**src/rtl/dwt_pkg.sv**
```systemverilog
// dwt_pkg: shared constants and arithmetic helpers for the wavelet analysis stage
package dwt_pkg;
  localparam logic [63:0] LP_HAAR_Q8 = 64'h0000_0000_00B5_00B5;
  localparam logic [63:0] HP_HAAR_Q8 = 64'h0000_0000_FF4B_00B5;
  function automatic int clog2(input int v);
    int r;
    r = 0;
    while ((1 << r) < v) r++;
    return r;
  endfunction
  function automatic int acc_w(input int data_w, input int coef_w, input int taps);
    return data_w + coef_w + clog2(taps);
  endfunction
  // round half up by dropping frac bits, then clip to a signed ow-bit range
  function automatic logic signed [63:0] round_sat(input logic signed [63:0] acc, input int frac,
                                                   input int ow, output logic clip);
    logic signed [63:0] r, hi, lo;
    r = (acc + (64'sd1 <<< (frac - 1))) >>> frac;
    hi = (64'sd1 <<< (ow - 1)) - 64'sd1;
    lo = -(64'sd1 <<< (ow - 1));
    clip = (r > hi) || (r < lo);
    return r > hi ? hi : r < lo ? lo : r;
  endfunction
endpackage

```
**src/rtl/dwt_mac.sv**
```systemverilog
// dwt_mac: registered full-precision dot product of the sample window with a constant coefficient set
module dwt_mac import dwt_pkg::*; #(
  parameter int TAPS = 4,
  parameter int DATA_W = 16,
  parameter int COEF_W = 16,
  parameter logic [TAPS*COEF_W-1:0] COEF = '0,
  localparam int ACC_W = acc_w(DATA_W, COEF_W, TAPS)
) (
  input  logic                    clk,
  input  logic                    rst_n,
  input  logic                    en,
  input  logic [TAPS*DATA_W-1:0]  win,
  output logic signed [ACC_W-1:0] acc
);
  logic signed [ACC_W-1:0] sum;
  always_comb begin
    sum = '0;
    for (int k = 0; k < TAPS; k++)
      sum += ACC_W'($signed(win[k*DATA_W +: DATA_W])) * ACC_W'($signed(COEF[k*COEF_W +: COEF_W]));
  end
  always_ff @(posedge clk or negedge rst_n)
    if (!rst_n) acc <= '0;
    else if (en) acc <= sum;
endmodule

```
**src/rtl/dwt_fir_decim.sv**
```systemverilog
// dwt_fir_decim: two-band signed FIR analysis stage with shared delay line and 2:1 decimation
module dwt_fir_decim import dwt_pkg::*; #(
  parameter int DATA_W = 16,
  parameter int COEF_W = 16,
  parameter int TAPS = 4,
  parameter int FRAC_BITS = 8,
  parameter int OUT_W = 20,
  parameter logic [TAPS*COEF_W-1:0] LP_COEF = LP_HAAR_Q8,
  parameter logic [TAPS*COEF_W-1:0] HP_COEF = HP_HAAR_Q8,
  localparam int ACC_W = acc_w(DATA_W, COEF_W, TAPS)
) (
  input  logic              clk,
  input  logic              rst_n,
  input  logic              sync_clr,
  input  logic              in_valid,
  output logic              in_ready,
  input  logic [DATA_W-1:0] in_data,
  output logic              out_valid,
  input  logic              out_ready,
  output logic [OUT_W-1:0]  lp_out,
  output logic [OUT_W-1:0]  hp_out,
  output logic              sat_flag
);
  logic [TAPS-2:0][DATA_W-1:0] x;
  logic [TAPS*DATA_W-1:0] win;
  logic signed [ACC_W-1:0] lp_acc, hp_acc;
  logic [OUT_W-1:0] lp_sat, hp_sat;
  logic en, accept, launch, phase, v1, lp_clip, hp_clip;
  // the MACs see the window including the incoming sample so a launch needs no extra cycle
  assign win = {x, in_data};
  assign en = !out_valid || out_ready;
  assign in_ready = en && !sync_clr;
  assign accept = in_valid && in_ready;
  assign launch = accept && phase;
  dwt_mac #(.TAPS(TAPS), .DATA_W(DATA_W), .COEF_W(COEF_W), .COEF(LP_COEF)) u_lp (
    .clk(clk), .rst_n(rst_n), .en(en), .win(win), .acc(lp_acc));
  dwt_mac #(.TAPS(TAPS), .DATA_W(DATA_W), .COEF_W(COEF_W), .COEF(HP_COEF)) u_hp (
    .clk(clk), .rst_n(rst_n), .en(en), .win(win), .acc(hp_acc));
  always_comb begin
    lp_sat = OUT_W'(round_sat(64'(lp_acc), FRAC_BITS, OUT_W, lp_clip));
    hp_sat = OUT_W'(round_sat(64'(hp_acc), FRAC_BITS, OUT_W, hp_clip));
  end
  always_ff @(posedge clk or negedge rst_n)
    if (!rst_n) begin
      x <= '0;
      phase <= 1'b0;
      v1 <= 1'b0;
      out_valid <= 1'b0;
      lp_out <= '0;
      hp_out <= '0;
      sat_flag <= 1'b0;
    end else if (sync_clr) begin
      x <= '0;
      phase <= 1'b0;
      v1 <= 1'b0;
      out_valid <= 1'b0;
      sat_flag <= 1'b0;
    end else begin
      if (accept) begin
        x <= win[(TAPS-1)*DATA_W-1:0];
        phase <= !phase;
      end
      if (en) begin
        v1 <= launch;
        out_valid <= v1;
        sat_flag <= sat_flag | (v1 & (lp_clip | hp_clip));
        if (v1) begin
          lp_out <= lp_sat;
          hp_out <= hp_sat;
        end
      end
    end
endmodule

```
**config.mk**
```make
export PLATFORM = sky130hd
export DESIGN_NAME = dwt_fir_decim
export DESIGN_NICKNAME = d
export VERILOG_FILES = /design/src/rtl/dwt_pkg.sv /design/src/rtl/dwt_mac.sv /design/src/rtl/dwt_fir_decim.sv
export SDC_FILE = /design/constraint.sdc
export NUM_CORES = 1
export LEC_CHECK = 0
export CAP_MARGIN = 20
export CORE_AREA = 2 2 199 201
export DETAILED_ROUTE_END_ITERATION = 8
export DIE_AREA = 0 0 201 203
export MAX_ROUTING_LAYER = met4
export PLACE_DENSITY = 0.68
export REMOVE_ABC_BUFFERS = 1
export SLEW_MARGIN = 25
export SYNTH_ARGS = -nofsm -noshare
export SYNTH_HDL_FRONTEND = slang
export SYNTH_HIERARCHICAL = 1
export SYNTH_SLANG_ARGS = --single-unit
```
**constraint.sdc**
```tcl
create_clock -name clk -period 7.3 [get_ports clk]
set_input_delay 2.19 -clock clk [delete_from_list [all_inputs] [get_ports clk]]
set_output_delay 2.19 -clock clk [all_outputs]
set_load 0.01 [all_outputs]
```
After elaboration in Yosys (flattened, before gate mapping)
Cells that the tools add are included.
{ "op_classes": {"addsub": 4, "mul": 3, "order_cmp": 4, "n_mux": 14, "bitwise_logic": 4, "reduce_logical": 12} }
{ "ops": {"columns": ["cell", "count"], "rows": [
  ["$mux 20", 4],
  ["$mul 16x9->25 const B", 3],
  ["$add 34x9->35 const B", 2],
  ["$add 34x34->34", 2],
  ["$mux 32", 2],
  ["$gt 27x20->1 const B", 2],
  ["$lt 27x20->1 const B", 2],
  ["$mux 1", 8],
  ["$reduce_bool 2->1", 2],
  ["$logic_and 1x1->1", 3],
  ["$logic_not 1->1", 3],
  ["$logic_or 1x1->1", 3],
  ["$reduce_and 3->1", 1],
  ["$or 1x1->1", 2],
  ["$and 1x1->1", 1],
  ["$not 1->1", 1]
]} }
{ "word_totals": {"register_bits": 128, "in_bits": 21, "output_inout_bits": 43, "elab_cells": 50} }

Depth between registers and ports, before layout
Gate-level depths: netlist of run 1.
{ "depth": {"word_depth": 8, "mapped_depth": 20, "mapped_depth_nobuf": 19} }

Hierarchy
Netlist of run 1, hierarchy kept.
{ "modules_own_cells": {"columns": ["mod", "n_inst", "cells_each", "area_each_um2", "seq_area_each_um2"], "rows": [
  ["dwt_mac (u_hp)", 1, 781, 7591.0, 650.6],
  ["dwt_mac (u_lp)", 1, 731, 7094.3, 650.6],
  ["dwt_fir_decim", 1, 585, 5103.6, 2302.2]
]} }

Worst setup path before layout of run 1
Ideal clock, no wire load.
{ "synth_timing": {"path_type": "input -> register", "from": "input port in_data[2]", "to": "register u_hp.acc[21]", "t_arrival_ps": 6591, "t_required_ps": 7169, "path_slack_ps": 578, "cell_stages": 18, "cell_sequence": "ha_1 > inv_1 > fa_1 > fa_1 > inv_1 > fa_1 > inv_1 > fa_1 > fa_1 > inv_1 > ha_1 > buf_2 > a21oi_1 > o22ai_1 > a211o_1 > a211oi_4 > nor3_1 > or3_1"} }
{ "synth_between": {"elab_chain_len": 2} }
{ "synth_lines": {"columns": ["item", "line_no", "text"], "rows": [
  ["from (decl)", "dwt_fir_decim.sv:17", "input logic [DATA_W-1:0] in_data,"],
  ["$mul 16x9->25", "dwt_mac.sv:19", "sum += ACC_W'($signed(win[k*DATA_W +: DATA_W])) * ACC_W'($signed(COEF[k*COEF_W +: COEF_W]));"],
  ["$add 34x34->34", "dwt_mac.sv:19", null],
  ["to (signal assigned)", "dwt_mac.sv:23", "else if (en) acc <= sum;"],
  ["to (decl)", "dwt_mac.sv:13", "output logic signed [ACC_W-1:0] acc"]
]} }
No other way between the ends.
A chain may end at the register's enable or synchronous reset.

Worst setup path after layout of run 1
{ "layout_timing": {"from": "input port in_data[7]", "to": "register u_hp.acc[21]"} }
Same word-level chain as after synthesis.

==> results of run 1 <==
## layout by cell type (no fill, tap or decap), drive strengths merged, types with 23 or more instances in the layout
| master | instances |
|---|---|
| dfrtp | 98 |
| inv | 461 |
| buf | 125 |
| o21ai | 57 |
| fa | 237 |
| nand4 | 23 |
| ha | 312 |
| nand2 | 107 |
| nand3 | 50 |
| a21oi | 68 |
| xnor2 | 49 |
| nor2 | 82 |
| clkdlybuf4s50 | 62 |
| xor2 | 29 |
## routing by layer
layer / up-vias / routed length (um) / GRT usage [%]
met2: 280 / 21000 / 38.5
met1: 6536 / 19400 / 29.2
met4: 0 / 851 / 5.50
met3: 51 / 1570 / 2.04
met5: - / 0 / -
li1: 6488 / - / -
## area by class of cell
| type | count | area, um2 | share of cell area (%) |
|---|---|---|---|
| Clock buffer | 11 | 233 | 1.16 |
| Inverter | 460 | 1730 | 8.60 |
| Timing Repair Buffer | 187 | 1590 | 7.91 |
| Sequential cell | 98 | 2450 | 12.2 |
| Tap cell | 518 | 648 | 3.23 |
| Clock inverter | 5 | 63.8 | 0.318 |
| Multi-Input combinational cell | 1293 | 13400 | 66.6 |
## path summary, 6_finish.rpt
path,depth (start not counted),end,slack (ns),start
max in group asynchronous,2,hp_out[0],4.30,rst_n
max,19,u_hp/acc[21],0.17,in_data[7]
max reg2reg,15,u_hp/acc[21],1.51,win[22]
min,1,lp_out[0],0.48,lp_out[0]
min reg2reg,1,lp_out[0],0.48,lp_out[0]
min in group asynchronous,1,u_lp/acc[9],1.84,rst_n
## timing repair
action,in CTS,in global routing
resized for setup,0,4
endpoints found under the setup margin,0,6
endpoints found under the hold margin,0,0
## registers in the layout (all words and copies together) (netlist names)
name	flops
hp_out	20
lp_out	20
out_valid	1
phase	1
sat_flag	1
u_hp/acc	19
u_lp/acc	19
v1	1
win	16
## worst max-delay path, stage by stage
cell and delay, ns:
clkdlybuf4s50_1 0.44, buf_12 0.16, ha_1 0.29, ha_1 0.27
inv_1 0.05, fa_1 0.50, inv_1 0.05, fa_1 0.48
fa_1 0.56, inv_1 0.06, fa_1 0.53, inv_1 0.04
ha_1 0.36, a21oi_2 0.19, o21ai_0 0.09, a211o_1 0.37
a211oi_4 0.30, nor3_1 0.09, or3_1 0.34
## through the flow
stage,utilization [%],setup slack [ns],TNS [ns]
after global placement,51.4,-0.181,-1.49
after CTS,52.2,0.138,0
after detailed placement,51.4,-0.249,-3.21
after global routing,52.2,0.00607,0
after floorplan,-,0.606,0
final,52.2,0.173,0
==> impl_metrics.tcl, run 1 <==
set metrics [dict create \
    n_antenna_cell 0 \
    grt_overflow 0 \
    placed_cell_area_um2 19800 \
    yosysWarningCount 6 \
    cp_max_fo 8 \
    fin_skew_ns 0.0145 \
    cts_max_level 3 \
    arrival_ns 7.36 \
    place_congestion 0.903 \
    antenna_found_initial 0 \
    viasPerCell 5.19 \
    max_freq_mhz 140 \
    core_um2 38500 \
    grt_pass1_wl_mm 71.9 \
    hp-class "reg -> reg" \
    slew_headroom_pct 36.0 \
    placed_cells 2556 \
    grt_util_all_layers_pct 22.6 \
    holdWs_ns 0.484 \
    maxCapViolCount 0 \
    dieArea_um2 40800 \
    area_growth_pct 12.2 \
    finalHoldViolCount 0 \
    wl_per_cell_um 16.6 \
    start_util_pct 46.5 \
    critPathKind "in -> reg" \
    timing.final.crit_share_pct 97.6 \
    status "finished, final reports clean" \
    setup.worst_path.end_class "flip-flop" \
    nets 2619 \
    portBuffers 63 \
    io_pins 64 \
    wl_mm 42.8 \
    place_hpwl_mm 35.7 \
    synth.cell_area_um2 17900 \
    grt_setup_unrepaired "false" \
    grt_pass1_vias 14300 \
    required_ns 7.54 \
    rows 72 \
    ctsHoldBuffers 0 \
    min_period_ns 7.13 \
    cts.clk_slew.worst_paths_ns 0.07 \
    drc_errors 0 \
    chipWidth_um 201 \
    drtIter0Drc 613 \
    avgSynthCellArea_um2 9.32 \
    clock_sink_count 98 \
    cts_buffer_depth 2 \
    final-max-slew-violation-count 0 \
    grt_max_degree 57 \
    num_vias 13400 \
    cts_tree "built" \
    fin_cells 2572 \
    n_fill_cell 3572 \
    postCtsSetupRepairBufs 0 \
    stdcell_area_um2 20100 \
    cts_made_buffers 9 \
    die-height_um 203 \
    ant_nets 0 \
    drive_above_1_share_pct 10.1 \
    start_kind "primary input" \
    setup_viol 0 \
    worst_pin_slew_ns 0.960 \
    syn_inst 1920 \
    worstSkewPairLatency_ns 0.37 \
    drt_pre_antenna_iters 6 \
    cts_root_buffer "clkbuf_16" \
]
Power of run 1 is not shown: default switching activity piles up to over one toggle a cycle in this logic, so the estimate is an artifact.
==> run 2, diff against run 1 <==
- CORE_AREA: 2 2 199 201 -> 2 2 249 251
- DIE_AREA: 0 0 201 203 -> 0 0 251 253
- PLACE_DENSITY: 0.68 -> default
- SYNTH_HIERARCHICAL: 1 -> default
==> impl_metrics.tcl, run 2 <==
set metrics [dict create \
    status "finished, final reports clean" \
    fin_skew_ns 0.00862 \
    arrival_ns 7.54 \
    cts.clk_slew.worst_paths_ns 0.06 \
    avgSynthCellArea_um2 9.14 \
    ant_nets 0 \
    layout_commonest_cell "ha_1" \
    synth_edf_count 0 \
    place_hpwl_mm 33.5 \
    yosys-top-cells-count "ha_1 (277), inv_1 (252), fa_1 (121), dfrtp_1 (114), nand2_1 (108)" \
    cts_root_buffer "clkbuf_16" \
    layout_common_cells "ha_1 (251), inv_1 (243), buf_4 (188), fa_1 (119), dfrtp_1 (114)" \
    grt_setup_unrepaired "true" \
    drtIter0Drc 565 \
    start_util_pct 24.7 \
    slew_headroom_pct 37.7 \
    grt_pass1_wl_mm 65.8 \
    cp-startpoint "in_data[11]" \
    die-height_um 253 \
    area_growth_pct 26.6 \
    chipWidth_um 251 \
    cts_buffer_depth 2 \
    r2r-start "win[20]" \
    drt_pre_antenna_iters 4 \
    rrSetupSlack_ns 0.62 \
    timing.final.crit_share_pct 98.2 \
    grt_max_degree 61 \
    max_freq_mhz 140 \
    hp-class "reg -> reg" \
    required_ns 7.67 \
    n_antenna_cell 0 \
    cts_tree "built" \
    synth_compound_area_share_pct 14.5 \
    grt_util_all_layers_pct 13.3 \
    min_period_ns 7.17 \
    drc_errors 0 \
    synth_top_family_by_area "adder cells" \
    start_kind "primary input" \
    reg2reg_to "u_hp.acc[24]" \
    grt_overflow 0 \
    largest_registers "u_hp.acc x27, u_lp.acc x27" \
    ys_types 64 \
    post-synth-top-count-cell "ha_1" \
    cts_made_buffers 17 \
    num_vias 12300 \
    wl_per_cell_um 15.2 \
    core_um2 61000 \
    worst-r2r-cell-count 27 \
    dieArea_um2 63500 \
    worstSkewPairLatency_ns 0.44 \
    grt_pass1_vias 12700 \
    setup_viol 0 \
    clock_sink_count 114 \
    ys_seq_area_share_pct 18.9 \
    synth_top_cell_area_share_pct 22.9 \
    nets 2302 \
    yosys.area.top_type "ha_1" \
    maxCapViolCount 0 \
    wl_mm 40.9 \
    portBuffers 63 \
    ys_top_cells_by_area "ha_1 (23%), dfrtp_1 (19%), fa_1 (16%), inv_1 (6.3%), xnor2_1 (4.2%)" \
    fin_ws_ns 0.134 \
    cp_max_fo 5 \
    io_pins 64 \
    yosys.area_share.adder_pct 39.0 \
    drive_above_1_share_pct 17.8 \
    synthSimpleGateAreaFrac_pct 12.3 \
    final-max-slew-violation-count 0 \
    synth_mux_area_share_pct 0.547 \
    rows 91 \
    synthXorXnorAreaFrac_pct 7.25 \
    tns_ns 0 \
    ys.flop_type "dfrtp_1" \
    ys_seq_elements 114 \
    critPathKind "in -> reg" \
    place_congestion 0.903 \
    viasPerCell 4.56 \
    setup.worst_path.end_class "flip-flop" \
    async_reset_ff_share_pct 100 \
    synth.cell_area_um2 15100 \
    finalHoldViolCount 0 \
    antenna_found_initial 0 \
    worst_pin_slew_ns 0.924 \
    yosysWarningCount 0 \
    cts_max_level 4 \
    setup.worst_path.end "u_lp.acc[33]" \
    post-place-ws_ns -1.12 \
    syn_inst 1653 \
]
==> run 2: cell count changes in the layout (fill, tap and decap cells not counted), moves of 15 or more <==
cell	delta
a21oi_1	+15
buf_4	+66
clkdlybuf4s50_1	-16
dfrtp_1	+16
fa_1	-118
ha_1	-61
ha_4	+18
inv_1	-217
mux2_2	-18
nor2_1	+24
o21a_1	+40
xnor2_1	+15
xor2_1	+20
==> run 2: layer usage <==
| layer | GRT usage, % | routed length [um] | vias up |
|---|---|---|---|
| met5 | - | 0 | - |
| met4 | 2.53 | 468 | 0 |
| met3 | 1.42 | 922 | 28 |
| met2 | 21.8 | 19200 | 144 |
| met1 | 17.7 | 20400 | 5983 |
| li1 | - | - | 6095 |
==> run 2: logic make-up after synthesis <==
kind of cell    count (synthesis)
compound gates                330
xor+xnor                      125
fa+ha+maj                     398
buf+inv                       294
flops                         114
mux                             8
simple gates                  384
==> run 2: critical path, stage by stage <==
cell and delay, ns:
clkbuf_4 0.15, ha_4 0.26, inv_1 0.05, fa_1 0.50
inv_1 0.05, fa_1 0.47, inv_1 0.05, fa_1 0.49
inv_2 0.05, ha_4 0.21, a21o_1 0.16, a21o_1 0.17
a21o_1 0.23, a22o_1 0.24, a211oi_4 0.26, nor2_2 0.08
xor2_2 0.31, ha_1 0.31, a21o_1 0.20, a21o_1 0.17
a21o_1 0.21, a221oi_2 0.26, buf_4 0.18, a31o_4 0.18
o21a_1 0.12
==> run 2: area by class of cell <==
cell class	count	area, um2
inverters	253	950
clock buffers	19	443
fillers	6338	41900
well taps	790	988
clock inverters	13	101
multi-input cells	1247	11800
repair buffers	250	2020
flip-flops and latches	114	2850
==> run 2: metrics by stage <==
| stage | instance area, um2 | util (%) | cells | hold slack (ns) |
|---|---|---|---|---|
| 2_1_floorplan | 14900 | - | 1612 | 0.461 |
| 3_3_place_gp | 17800 | 29.2 | 2639 | 0.475 |
| 3_5_place_dp | 17800 | 29.2 | 2639 | 0.476 |
| 4_1_cts | 18700 | 30.7 | 2679 | 0.489 |
| 5_1_grt | 19100 | 31.3 | 2686 | 0.509 |
| 6_report | 19100 | 31.3 | 2686 | 0.485 |
==> run 2: worst min-delay path by stage <==
| stage | from | slack, ns | end | cells after the start |
|---|---|---|---|---|
| 2_1_floorplan | u_hp.acc[8] | 0.46 | u_hp.acc[8] | 2 |
| 3_3_place_gp | lp_out[19] | 0.48 | lp_out[19] | 2 |
| 3_5_place_dp | lp_out[19] | 0.48 | lp_out[19] | 2 |
| 4_1_cts | lp_out[19] | 0.49 | lp_out[19] | 2 |
| 5_1_grt | hp_out[8] | 0.51 | hp_out[8] | 1 |
| 6_report | hp_out[15] | 0.48 | hp_out[15] | 1 |
==> run 2: repair_timing <==
action | 4_1_cts | 5_1_grt
pin swaps | 34 | 69
resized for setup | 88 | 94
gates cloned | 2 | 0
setup buffers | 6 | 8
hold endpoints to repair | 0 | 0
hold buffers | 0 | 0
setup endpoints to repair | 37 | 32
Power of run 2 is left out for the same reason.
==> run 3, diff against run 2 <==
- TNS_END_PERCENT: default -> 20
==> impl_metrics.tcl, run 3 (synthesized netlist as in run 2, its figures left out) <==
set metrics [dict create \
    status "finished, final reports clean" \
    critPathKind "in -> reg" \
    start_util_pct 24.7 \
    io_pins 64 \
    n_fill_cell 6331 \
    grt_max_degree 61 \
    grt_pass1_wl_mm 65.8 \
    cts.clk_slew.worst_paths_ns 0.06 \
    cts_buffer_depth 2 \
    num_vias 12300 \
    layout_common_cells "ha_1 (251), inv_1 (241), buf_4 (190), fa_1 (119), dfrtp_1 (114)" \
    rrSetupSlack_ns 0.64 \
    core_um2 61000 \
    rows 91 \
    finalHoldViolCount 0 \
    cts_made_buffers 17 \
    worstSkewPairLatency_ns 0.44 \
    hp-class "reg -> reg" \
    start_kind "primary input" \
    fin_cells 2689 \
    max_freq_mhz 138 \
    portBuffers 63 \
    slew_headroom_pct 38.9 \
    drc_errors 0 \
    clock_sink_count 114 \
    grt_overflow 0 \
    n_antenna_cell 0 \
    cts_root_buffer "clkbuf_16" \
    drtIter0Drc 530 \
    wl_per_cell_um 15.2 \
    min_period_ns 7.22 \
    dieArea_um2 63500 \
    die-height_um 253 \
    nets 2305 \
    ant_nets 0 \
    timing.final.crit_share_pct 99.0 \
    drive_above_1_share_pct 18.0 \
    place_congestion 0.903 \
    maxCapViolCount 0 \
    cts_max_level 4 \
    finalCoreUtilization_pct 31.4 \
    chipWidth_um 251 \
    wl_mm 40.8 \
    viasPerCell 4.56 \
    final-max-slew-violation-count 0 \
    antenna_found_initial 1 \
    grt_util_all_layers_pct 13.2 \
    area_growth_pct 26.9 \
    layout_commonest_cell "ha_1" \
    placed_cells 2639 \
    place_hpwl_mm 33.5 \
    fin_skew_ns 0.00914 \
    worst_pin_slew_ns 0.907 \
    arrival_ns 7.59 \
    grt_setup_unrepaired "true" \
    drt_pre_antenna_iters 5 \
    cts_tree "built" \
    grt_pass1_vias 12700 \
    setup_viol 0 \
    largest_registers "u_hp.acc x27, u_lp.acc x27" \
    cp_max_fo 5 \
    setup.worst_path.end_class "flip-flop" \
    required_ns 7.67 \
]
[run 3: changes by cell type in the layout (fill, tap and decap cells not counted), moves of 2 or more]
cell / change
a21oi_2: -2
buf_4: +2
clkbuf_2: -2
ha_2: -2
ha_4: +2
inv_1: -2
inv_2: +2
[run 3: metal layers]
layer / vias up / track usage (%) / wire (um)
li1: 6109 / - / -
met2: 148 / 21.7 / 19000
met4: 0 / 2.53 / 522
met5: - / - / 0
met3: 33 / 1.42 / 855
met1: 5982 / 17.7 / 20500
[run 3: worst max-delay path: stages]
cell      delay, ns
buf_2          0.14
ha_1           0.28
inv_1          0.05
fa_1           0.51
inv_1          0.07
fa_1           0.49
inv_1          0.05
fa_1           0.49
inv_2          0.05
ha_4           0.21
a21o_1         0.16
a21o_1         0.17
a21o_1         0.22
a22o_1         0.24
a211oi_4       0.21
nor2_2         0.09
xor2_2         0.32
ha_1           0.31
a21o_1         0.20
a21o_1         0.17
a21o_1         0.22
a221oi_2       0.28
buf_4          0.18
a31o_4         0.18
o21a_1         0.12
[run 3: repair_timing]
item / 4_1_cts / 5_1_grt
buffers inserted: 6 / 11
hold buffers: 0 / 0
gates cloned: 2 / 0
setup endpoints to repair: 37 / 33
pin swaps: 31 / 72
gates resized for setup: 77 / 102
[run 3: path summary, 6_finish.rpt]
kind / to / start / depth (start not counted)
max reg2reg: u_hp.acc[24] / win[20] / 27
min: hp_out[15] / hp_out[15] / 1
max in group asynchronous: u_lp.acc[16] / rst_n / 2
min in group asynchronous: lp_out[6] / rst_n / 1
max: u_lp.acc[33] / in_data[11] / 25
min reg2reg: hp_out[15] / hp_out[15] / 1
[run 3: layout make-up]
cell class	instances	area, um2	share of cell area [%]
multi-input combinational	1247	11800	61.5
sequential	114	2850	14.9
timing repair buffer	253	2050	10.7
tap	790	988	5.16
inverter	253	950	4.95
clock buffer	19	443	2.31
clock inverter	13	101	0.529
[run 3: through the flow]
stage / cell area, um2 / setup slack (ns) / hold WS [ns] / TNS [ns]
after floorplan: 14900 / -0.0974 / 0.461 / -1.13
after global placement: 17800 / -0.974 / 0.475 / -32.50
after detailed placement: 17800 / -1.12 / 0.476 / -36.12
after CTS: 18700 / -0.0373 / 0.489 / -0.0581
after global routing: 19200 / -0.0942 / 0.509 / -0.837
final: 19200 / 0.0758 / 0.485 / 0
Power of run 3 is left out for the same reason.
